--- src/rtl/dcache_resp_pkg.sv ---
// Shared definitions for the data-cache responder.
// Holds the main FSM encoding, the recorded cache-op code values and
// the width helpers used to size strobes from the data width.
package dcache_resp_pkg;

    localparam int unsigned ADDR_W_DEF = 32;
    localparam int unsigned DATA_W_DEF = 32;
    localparam int unsigned BYTE_W     = 8;

    typedef enum logic [2:0] {
        S_IDLE     = 3'd0,
        S_RD_ISSUE = 3'd1,
        S_RD_WAIT  = 3'd2,
        S_WR_ISSUE = 3'd3,
        S_CACOP    = 3'd4
    } state_e;

    // Cache-op codes; the responder only records them for debug.
    localparam logic [1:0] CACOP_IDX_INIT  = 2'd0;
    localparam logic [1:0] CACOP_IDX_INV   = 2'd1;
    localparam logic [1:0] CACOP_HIT_INV   = 2'd2;
    localparam logic [1:0] CACOP_HIT_WBINV = 2'd3;

    function automatic int unsigned strb_w(input int unsigned data_w);
        return data_w / BYTE_W;
    endfunction

endpackage

--- src/rtl/dcache_store_buf.sv ---
// Single-entry posted store buffer.
// Ports:
//   clk, reset            clock, async active-low reset
//   load                  capture load_addr/wstrb/wdata and become valid
//   mem_gnt               memory accepted the drain write; entry empties
//   sb_valid              entry holds an uncommitted store
//   mem_req/we/addr/...   drain request, all zero while empty
module dcache_store_buf
    import dcache_resp_pkg::*;
#(
    parameter int ADDR_W = 32,
    parameter int DATA_W = 32
) (
    input  logic                      clk,
    input  logic                      reset,
    input  logic                      load,
    input  logic [ADDR_W-1:0]         load_addr,
    input  logic [strb_w(DATA_W)-1:0] load_wstrb,
    input  logic [DATA_W-1:0]         load_wdata,
    input  logic                      mem_gnt,
    output logic                      sb_valid,
    output logic                      mem_req,
    output logic                      mem_we,
    output logic [ADDR_W-1:0]         mem_addr,
    output logic [strb_w(DATA_W)-1:0] mem_wstrb,
    output logic [DATA_W-1:0]         mem_wdata
);
    localparam int STRB_W = strb_w(DATA_W);

    logic              valid_q, valid_d;
    logic [ADDR_W-1:0] addr_q, addr_d;
    logic [STRB_W-1:0] wstrb_q, wstrb_d;
    logic [DATA_W-1:0] wdata_q, wdata_d;

    always_comb begin
        valid_d = valid_q;
        addr_d  = addr_q;
        wstrb_d = wstrb_q;
        wdata_d = wdata_q;
        // Loading only happens while empty, so load and drain never overlap.
        if (load) begin
            valid_d = 1'b1;
            addr_d  = load_addr;
            wstrb_d = load_wstrb;
            wdata_d = load_wdata;
        end else if (valid_q && mem_gnt) begin
            valid_d = 1'b0;
        end
    end

    always_ff @(posedge clk or negedge reset) begin
        if (!reset) begin
            valid_q <= 1'b0;
            addr_q  <= '0;
            wstrb_q <= '0;
            wdata_q <= '0;
        end else begin
            valid_q <= valid_d;
            addr_q  <= addr_d;
            wstrb_q <= wstrb_d;
            wdata_q <= wdata_d;
        end
    end

    assign sb_valid  = valid_q;
    assign mem_req   = valid_q;
    assign mem_we    = valid_q;
    assign mem_addr  = valid_q ? addr_q  : '0;
    assign mem_wstrb = valid_q ? wstrb_q : '0;
    assign mem_wdata = valid_q ? wdata_q : '0;

endmodule

--- src/rtl/dcache_responder.sv ---
// Data-side responder between the AGU dcache buses and a req/gnt/rvalid
// memory port. One request at a time; cached stores are posted into a
// single-entry buffer, loads / uncached stores / cache-ops block the FSM.
// Ports: clk, reset (async active-low), flush; req_* request bus with
// req_ready; resp_ok/resp_rdata and cacop_ok responses; mem_* memory port.
//
// state      | meaning
// IDLE       | waiting for a request (or draining the store buffer)
// RD_ISSUE   | load request on memory port, waiting for gnt
// RD_WAIT    | load granted, waiting for rvalid
// WR_ISSUE   | uncached store on memory port, waiting for gnt
// CACOP      | cache-op completion cycle, no memory traffic
module dcache_responder
    import dcache_resp_pkg::*;
#(
    parameter int ADDR_W = 32,
    parameter int DATA_W = 32
) (
    input  logic                      clk,
    input  logic                      reset,
    input  logic                      flush,
    input  logic                      req_valid,
    output logic                      req_ready,
    input  logic                      req_we,
    input  logic [ADDR_W-1:0]         req_addr,
    input  logic [strb_w(DATA_W)-1:0] req_wstrb,
    input  logic [DATA_W-1:0]         req_wdata,
    input  logic                      req_uncached,
    input  logic                      req_cacop,
    input  logic [1:0]                req_cacop_code,
    output logic                      resp_ok,
    output logic [DATA_W-1:0]         resp_rdata,
    output logic                      cacop_ok,
    output logic                      mem_req,
    output logic                      mem_we,
    output logic [ADDR_W-1:0]         mem_addr,
    output logic [strb_w(DATA_W)-1:0] mem_wstrb,
    output logic [DATA_W-1:0]         mem_wdata,
    input  logic                      mem_gnt,
    input  logic                      mem_rvalid,
    input  logic [DATA_W-1:0]         mem_rdata
);
    localparam int STRB_W = strb_w(DATA_W);

    state_e            state_q, state_d;
    logic              kill_q, kill_d;
    logic              resp_ok_q, resp_ok_d;
    logic              rdy_en_q;
    logic [DATA_W-1:0] rdata_q, rdata_d;
    logic [ADDR_W-1:0] addr_q, addr_d;
    logic [STRB_W-1:0] wstrb_q, wstrb_d;
    logic [DATA_W-1:0] wdata_q, wdata_d;
    logic [1:0]        code_q, code_d;

    logic              accept, sb_load, kill_now;
    logic [ADDR_W-1:0] req_addr_word;
    logic              sb_valid, sb_req, sb_we;
    logic [ADDR_W-1:0] sb_addr;
    logic [STRB_W-1:0] sb_wstrb;
    logic [DATA_W-1:0] sb_wdata;

    // rdy_en_q keeps req_ready low while reset is asserted.
    assign req_ready     = rdy_en_q && (state_q == S_IDLE) && !sb_valid;
    assign accept        = req_valid && req_ready && !flush;
    assign kill_now      = kill_q || flush;
    assign req_addr_word = {req_addr[ADDR_W-1:2], 2'b00};

    always_comb begin
        state_d   = state_q;
        resp_ok_d = 1'b0;
        rdata_d   = rdata_q;
        addr_d    = addr_q;
        wstrb_d   = wstrb_q;
        wdata_d   = wdata_q;
        code_d    = code_q;
        sb_load   = 1'b0;
        case (state_q)
            S_IDLE: begin
                if (accept) begin
                    addr_d  = req_addr_word;
                    wstrb_d = req_wstrb;
                    wdata_d = req_wdata;
                    if (req_cacop) begin
                        state_d = S_CACOP;
                        code_d  = req_cacop_code;
                    end else if (!req_we) begin
                        state_d = S_RD_ISSUE;
                    end else if (req_uncached) begin
                        state_d = S_WR_ISSUE;
                    end else begin
                        sb_load   = 1'b1;
                        resp_ok_d = 1'b1;
                    end
                end
            end
            S_RD_ISSUE: begin
                if (mem_gnt) begin
                    // rvalid may arrive together with gnt
                    if (mem_rvalid) begin
                        state_d   = S_IDLE;
                        rdata_d   = mem_rdata;
                        resp_ok_d = !kill_now;
                    end else begin
                        state_d = S_RD_WAIT;
                    end
                end
            end
            S_RD_WAIT: begin
                if (mem_rvalid) begin
                    state_d   = S_IDLE;
                    rdata_d   = mem_rdata;
                    resp_ok_d = !kill_now;
                end
            end
            S_WR_ISSUE: begin
                if (mem_gnt) begin
                    state_d   = S_IDLE;
                    resp_ok_d = !kill_now;
                end
            end
            S_CACOP:  state_d = S_IDLE;
            default:  state_d = S_IDLE;
        endcase
        kill_d = (state_q != S_IDLE) && (state_d != S_IDLE) && kill_now;
    end

    always_ff @(posedge clk or negedge reset) begin
        if (!reset) begin
            state_q   <= S_IDLE;
            kill_q    <= 1'b0;
            resp_ok_q <= 1'b0;
            rdy_en_q  <= 1'b0;
            rdata_q   <= '0;
            addr_q    <= '0;
            wstrb_q   <= '0;
            wdata_q   <= '0;
            code_q    <= '0;
        end else begin
            state_q   <= state_d;
            kill_q    <= kill_d;
            resp_ok_q <= resp_ok_d;
            rdy_en_q  <= 1'b1;
            rdata_q   <= rdata_d;
            addr_q    <= addr_d;
            wstrb_q   <= wstrb_d;
            wdata_q   <= wdata_d;
            code_q    <= code_d;
        end
    end

    dcache_store_buf #(
        .ADDR_W(ADDR_W),
        .DATA_W(DATA_W)
    ) u_sb (
        .clk       (clk),
        .reset     (reset),
        .load      (sb_load),
        .load_addr (req_addr_word),
        .load_wstrb(req_wstrb),
        .load_wdata(req_wdata),
        .mem_gnt   (mem_gnt),
        .sb_valid  (sb_valid),
        .mem_req   (sb_req),
        .mem_we    (sb_we),
        .mem_addr  (sb_addr),
        .mem_wstrb (sb_wstrb),
        .mem_wdata (sb_wdata)
    );

    // The buffer only holds data while the FSM is idle, so the two
    // masters never compete for the port.
    always_comb begin
        mem_req   = 1'b0;
        mem_we    = 1'b0;
        mem_addr  = '0;
        mem_wstrb = '0;
        mem_wdata = '0;
        if (sb_valid) begin
            mem_req   = sb_req;
            mem_we    = sb_we;
            mem_addr  = sb_addr;
            mem_wstrb = sb_wstrb;
            mem_wdata = sb_wdata;
        end else if (state_q == S_RD_ISSUE) begin
            mem_req  = 1'b1;
            mem_addr = addr_q;
        end else if (state_q == S_WR_ISSUE) begin
            mem_req   = 1'b1;
            mem_we    = 1'b1;
            mem_addr  = addr_q;
            mem_wstrb = wstrb_q;
            mem_wdata = wdata_q;
        end
    end

    assign resp_ok    = resp_ok_q;
    assign resp_rdata = rdata_q;
    assign cacop_ok   = (state_q == S_CACOP);

endmodule
--- config.mk ---
export PLATFORM = sky130hd
export DESIGN_NAME = dcache_responder
export DESIGN_NICKNAME = d
export VERILOG_FILES = /design/src/rtl/dcache_resp_pkg.sv /design/src/rtl/dcache_store_buf.sv /design/src/rtl/dcache_responder.sv
export SDC_FILE = /design/constraint.sdc
export NUM_CORES = 1
export LEC_CHECK = 0
export BUFFER_PORTS_ARGS = -buffer_cell sky130_fd_sc_hd__clkbuf_2
export CAP_MARGIN = 20
export CORE_MARGIN = 2
export CORE_UTILIZATION = 52
export DETAILED_ROUTE_END_ITERATION = 16
export GPL_TIMING_DRIVEN = 0
export PLACE_DENSITY_LB_ADDON = 0.12
export SKIP_CTS_REPAIR_TIMING = 1
export SLEW_MARGIN = 40
export SYNTH_ARGS = -nofsm -noshare
export SYNTH_HDL_FRONTEND = slang
export SYNTH_SLANG_ARGS = --single-unit
--- constraint.sdc ---
create_clock -name clk -period 2.63 [get_ports clk]
set_input_delay 0.1315 -clock clk [delete_from_list [all_inputs] [get_ports clk]]
set_output_delay 0.1315 -clock clk [all_outputs]
set_load 0.01 [all_outputs]
Word-level counts from Yosys, hierarchy flattened

Index checks and enable logic that the tools add are counted.

Output and inout port bits: 105
Bits in registers: 171
Word-level logic and storage cells: 72
Input bits: 111

Equality and inequality tests: 5
Muxes and demuxes: 37
Reductions and logical operators: 18

Operators by type and width:

| cell                 | number |
|---|---|
| $mux W32             | 8 |
| $pmux W32 S2         | 1 |
| $mux W3              | 7 |
| $mux W1              | 15 |
| $mux W4              | 3 |
| $pmux W3 S4          | 1 |
| $logic_and A1 B1 Y1  | 7 |
| $eq A3 B2 Y1 const B | 2 |
| $reduce_bool A3 Y1   | 2 |
| $pmux W1 S4          | 1 |
| $reduce_and A2 Y1    | 2 |
| $reduce_bool A2 Y1   | 2 |
| $eq A3 B1 Y1 const B | 1 |
| $eq A3 B3 Y1 const B | 1 |
| $logic_not A1 Y1     | 3 |
| $logic_not A3 Y1     | 1 |
| $mux W2              | 1 |
| $ne A2 B2 Y1 const B | 1 |
| $logic_or A1 B1 Y1   | 1 |

Longest topological paths before layout

Word-level depth: 10
Gate-level depth with buffers: 8
Depth with buffers taken out: 4

Cells and area by module

From an unflattened synthesis, not the netlist that was laid out.

Cell total of the unflattened synthesis: 553
Area, all modules: 7754.9 sq um

By module, submodules not included:

| module           | seq. area each (sq um) | area an instance (sq um) | times used | cells each |
|---|---|---|---|---|
| dcache_responder | 2602.5                 | 4690.7                   | 1          | 329 |
| dcache_store_buf | 1726.7                 | 3064.2                   | 1          | 224 |

Least setup slack after synthesis

No wires, ideal clock.

Path kind: flip-flop to flip-flop
From: register u_sb.valid_q, in the netlist u_sb.mem_req
To: register u_sb.addr_q[27]
Arrival time: 1.999 ns
Setup time: 0.125 ns
Path buffers: 4
Cell stages (with the launch flop): 9
Required time: 2.505 ns
Clock period less this slack: 2.124 ns
Setup slack: 0.506 ns
Path through: dfrtp_1 clkbuf_1 and4bb_2 nand2_1 or4b_1 buf_2 buf_6 buf_6 mux2_2

Word-level cells in the longest chain between the ends: 6

RTL lines:

| what                              | RTL line               | text |
|---|---|---|
| start, declared                   | dcache_store_buf.sv:30 | `logic valid_q, valid_d;` |
| start signal, assigned            | dcache_store_buf.sv:58 | `valid_q <= valid_d;` |
| $logic_not A1 Y1                  | dcache_responder.sv:63 | `assign req_ready = rdy_en_q && (state_q == S_IDLE) && !sb_valid;` |
| $logic_and A1 B1 Y1               | dcache_responder.sv:63 |  |
| $logic_and A1 B1 Y1 (2 in series) | dcache_responder.sv:64 | `assign accept = req_valid && req_ready && !flush;` |
| $mux W1                           | dcache_responder.sv:79 | `if (accept) begin` |
| $mux W1                           | dcache_responder.sv:77 | `case (state_q)` |
| end signal, assigned              | dcache_store_buf.sv:59 | `addr_q <= addr_d;` |
| end, declared                     | dcache_store_buf.sv:31 | `logic [ADDR_W-1:0] addr_q, addr_d;` |

No other way between the ends.
A chain may end at the register's enable or synchronous reset.

Worst setup path after layout

From: register u_sb.valid_q, in the netlist u_sb.mem_req
To: output mem_addr[2]

Word-level cells in the longest chain between the ends: 1

RTL lines:

| what          | RTL line                | text |
|---|---|---|
| $mux W32      | dcache_responder.sv:178 | `if (sb_valid) begin` |
| end, declared | dcache_responder.sv:36  | `output logic [ADDR_W-1:0] mem_addr,` |

No other way between the ends.

==> metrics.cfg <==
[synthesis]
syn_avg_cell_area_um2 = 14.31
async_reset_ff_frac = 1.000
synth_warnings = 0
synth_cell_type_count = 31
synth-seq-area-share = 0.5884
synth_cells = 508
syn_area_mm2 = 0.007272
ys_ff_latch = 171
synthFlopType = dfrtp_1
synth-edff-count = 0

[clock_tree]
cts_root_buffer = clkbuf_16
path_clk_slew_ns = 0.06
cts_tree = built
clock-sinks = 171
cts_max_level = 4
cts_buffers = 17
insertion_delay_ns = 0.43
cts_buffer_depth = 2

[layout]
fillers = 938
regArea_mm2 = 0.004279
drive_gt1_frac = 0.4965
syn_to_final_growth_pct = 40.83
multiInputGateArea_mm2 = 0.002834
final_cell_mix = 212 x clkbuf_2, 171 x dfrtp_1, 164 x mux2_2
nets = 954
final_common_cell = clkbuf_2
diodes = 0

[die]
ios = 216
start_util = 0.5280
die_height_um = 122.3
die_x_um = 122.3
core_region_area_mm2 = 0.01377
rows = 43
fp.dieArea_mm2 = 0.01495

[placed_design]
port-buffer-count = 209
place_worst_setup_slack_ns = -0.08996
place_hpwl_um = 11470
gp_congestion = 0.7669

[setup_path]
required_ns = 2.50
crit_buf_inv = 4
endpoint_kind = primary output
slowest_delay_ns = 0.43
crit_family = buffers and inverters
arrival_ns = 2.31
criticalPathCategory = reg2out
cp_slowest_cell = clkbuf_1
crit_fanout = 10
cp-start-kind = flip-flop
path_cells = clkbuf_1 -> clkbuf_2 -> clkbuf_1 -> a22o_1 -> clkbuf_2

[status]
status = finished clean

[global_route]
grt_max_degree = 76
grt_pass1_vias = 5009
antenna_found_initial = 0
grt_overflow_total = 0
grt_pass1_wl_um = 24770
grt_use_total = 0.2183

[sta]
fin_tns_setup_ns = 0
holdWs_ns = 0.1435
finalWorstSetupSlack_ns = 0.1909
drv_slew = 0
slew_headroom = 0.4782
fmax_mhz = 410.0
finalHoldViolCount = 0
period_minus_slack_ns = 2.439
tightest_slew_ns = 0.7827
finClkSkew_ns = 0.01347
post-route-period-util = 0.9274
setup_viol = 0
rsz0062_at_grt = no

[job]
max_cap_violations = 0

[detailed_routing]
drt_wl_total_um = 17350
drt_first_pass_iters = 4
drt_iter0_markers = 215
detail-route-antenna-nets = 0
vias = 5311
post-route-drc-count = 0
wl_per_cell_um = 16.74
viasPerCell = 5.126

[power_and_ir_drop]
p_leak_uw = 0.004925
seqPwrFrac = 0.481
finalPower_uw = 7755
pwr-share-clk = 0.306
internal_power_uw = 5621
combPwrFrac = 0.213
max-vdd-ir-drop_mv = 0.5180
switching_power_uw = 2135
power_density_mw_per_mm2 = 757.3
swShare = 0.2753

[worst_hold_path]
hp-class = in2async

-- area by class of cell --
cell class | count | share of cell area
flip-flops and latches | 171 | 0.4178
multi-input cells | 299 | 0.2767
repair buffers | 315 | 0.2100
clock buffers | 17 | 0.04154
well taps | 180 | 0.02199
plain buffers | 36 | 0.01710
clock inverters | 15 | 0.01368
inverters | 3 | 0.001100
-- metrics by stage --
stage / std cells / area [um2] / utilization
after CTS: 932 / 9185 / 0.6669
after global placement: 898 / 8547 / 0.6205
after global routing: 1036 / 10240 / 0.7436
after floorplan: 509 / 7276 / -
final: 1036 / 10240 / 0.7436
after detailed placement: 900 / 8620 / 0.6258
-- power groups by stage --
stage / registers, uW / clock network, uW / logic (uW)
5_1_grt: 3800 / 2570 / 1800
2_1_floorplan: 3770 / 0 / 830
3_3_place_gp: 3690 / 0 / 1440
3_5_place_dp: 3740 / 0 / 1520
6_report: 3730 / 2380 / 1650
4_1_cts: 3700 / 2430 / 1520
-- kinds of logic after synthesis --
| kind of cell | count (synthesis) | share of synthesized area |
|---|---|---|
| AOI/OAI and AO/OA | 40 | 0.04542 |
| buffers and inverters | 39 | 0.02495 |
| DFF | 171 | 0.5884 |
| muxes | 201 | 0.3049 |
| other | 2 | 0.001033 |
| and+or+nand+nor | 55 | 0.03527 |
-- cell usage after synthesis, types with 2 or more instances --
master	number	area [um2]
and3_1	2	12.51
a22o_1	30	262.8
o21ai_0	3	15.01
buf_4	2	15.01
buf_2	4	20.02
nand2_1	3	11.26
mux2_2	164	1847
nand2b_1	2	12.51
nor2_1	38	142.6
clkbuf_1	19	71.32
nor2b_1	3	18.77
inv_1	3	11.26
conb_1	2	7.510
buf_6	3	33.78
mux2i_1	37	370.4
buf_1	8	30.03
dfrtp_1	171	4279
-- state kept, by name, summed over array words and instances, names as in the netlist --
register / count
addr_q: 30
rdy_en_q: 1
wstrb_q: 4
u_sb.wstrb_q: 4
resp_ok: 1
u_sb.addr_q: 30
resp_rdata: 32
u_sb.wdata_q: 32
kill_q: 1
state_q: 3
u_sb.mem_req: 1
wdata_q: 32
-- layer usage --
metal  global-route usage  routed length (um)  vias up
met5                    0                   0        -
met4              0.07112                 239        0
met3              0.07667                1017       22
met2               0.3705                8999      157
met1               0.2600                7090     2640
li1                     -                   -     2492
-- final timing paths --
kind / startpoint / slack [ns] / cells past startpoint / to
min in group clk: mem_rvalid / 0.15 / 4 / kill_q$_DFF_PN0_
max: u_sb.mem_req$_DFFE_PN0P_ / 0.19 / 5 / mem_addr[2]
min: reset / 0.14 / 2 / u_sb.wdata_q[6]$_DFFE_PN0P_
max reg2reg: u_sb.mem_req$_DFFE_PN0P_ / 0.22 / 8 / u_sb.wstrb_q[1]$_DFFE_PN0P_
min reg2reg: kill_q$_DFF_PN0_ / 0.46 / 1 / resp_ok$_DFF_PN0_
max in group asynchronous: reset / 1.86 / 3 / addr_q[5]$_DFFE_PN0P_
(Power assumes the default switching activity.)
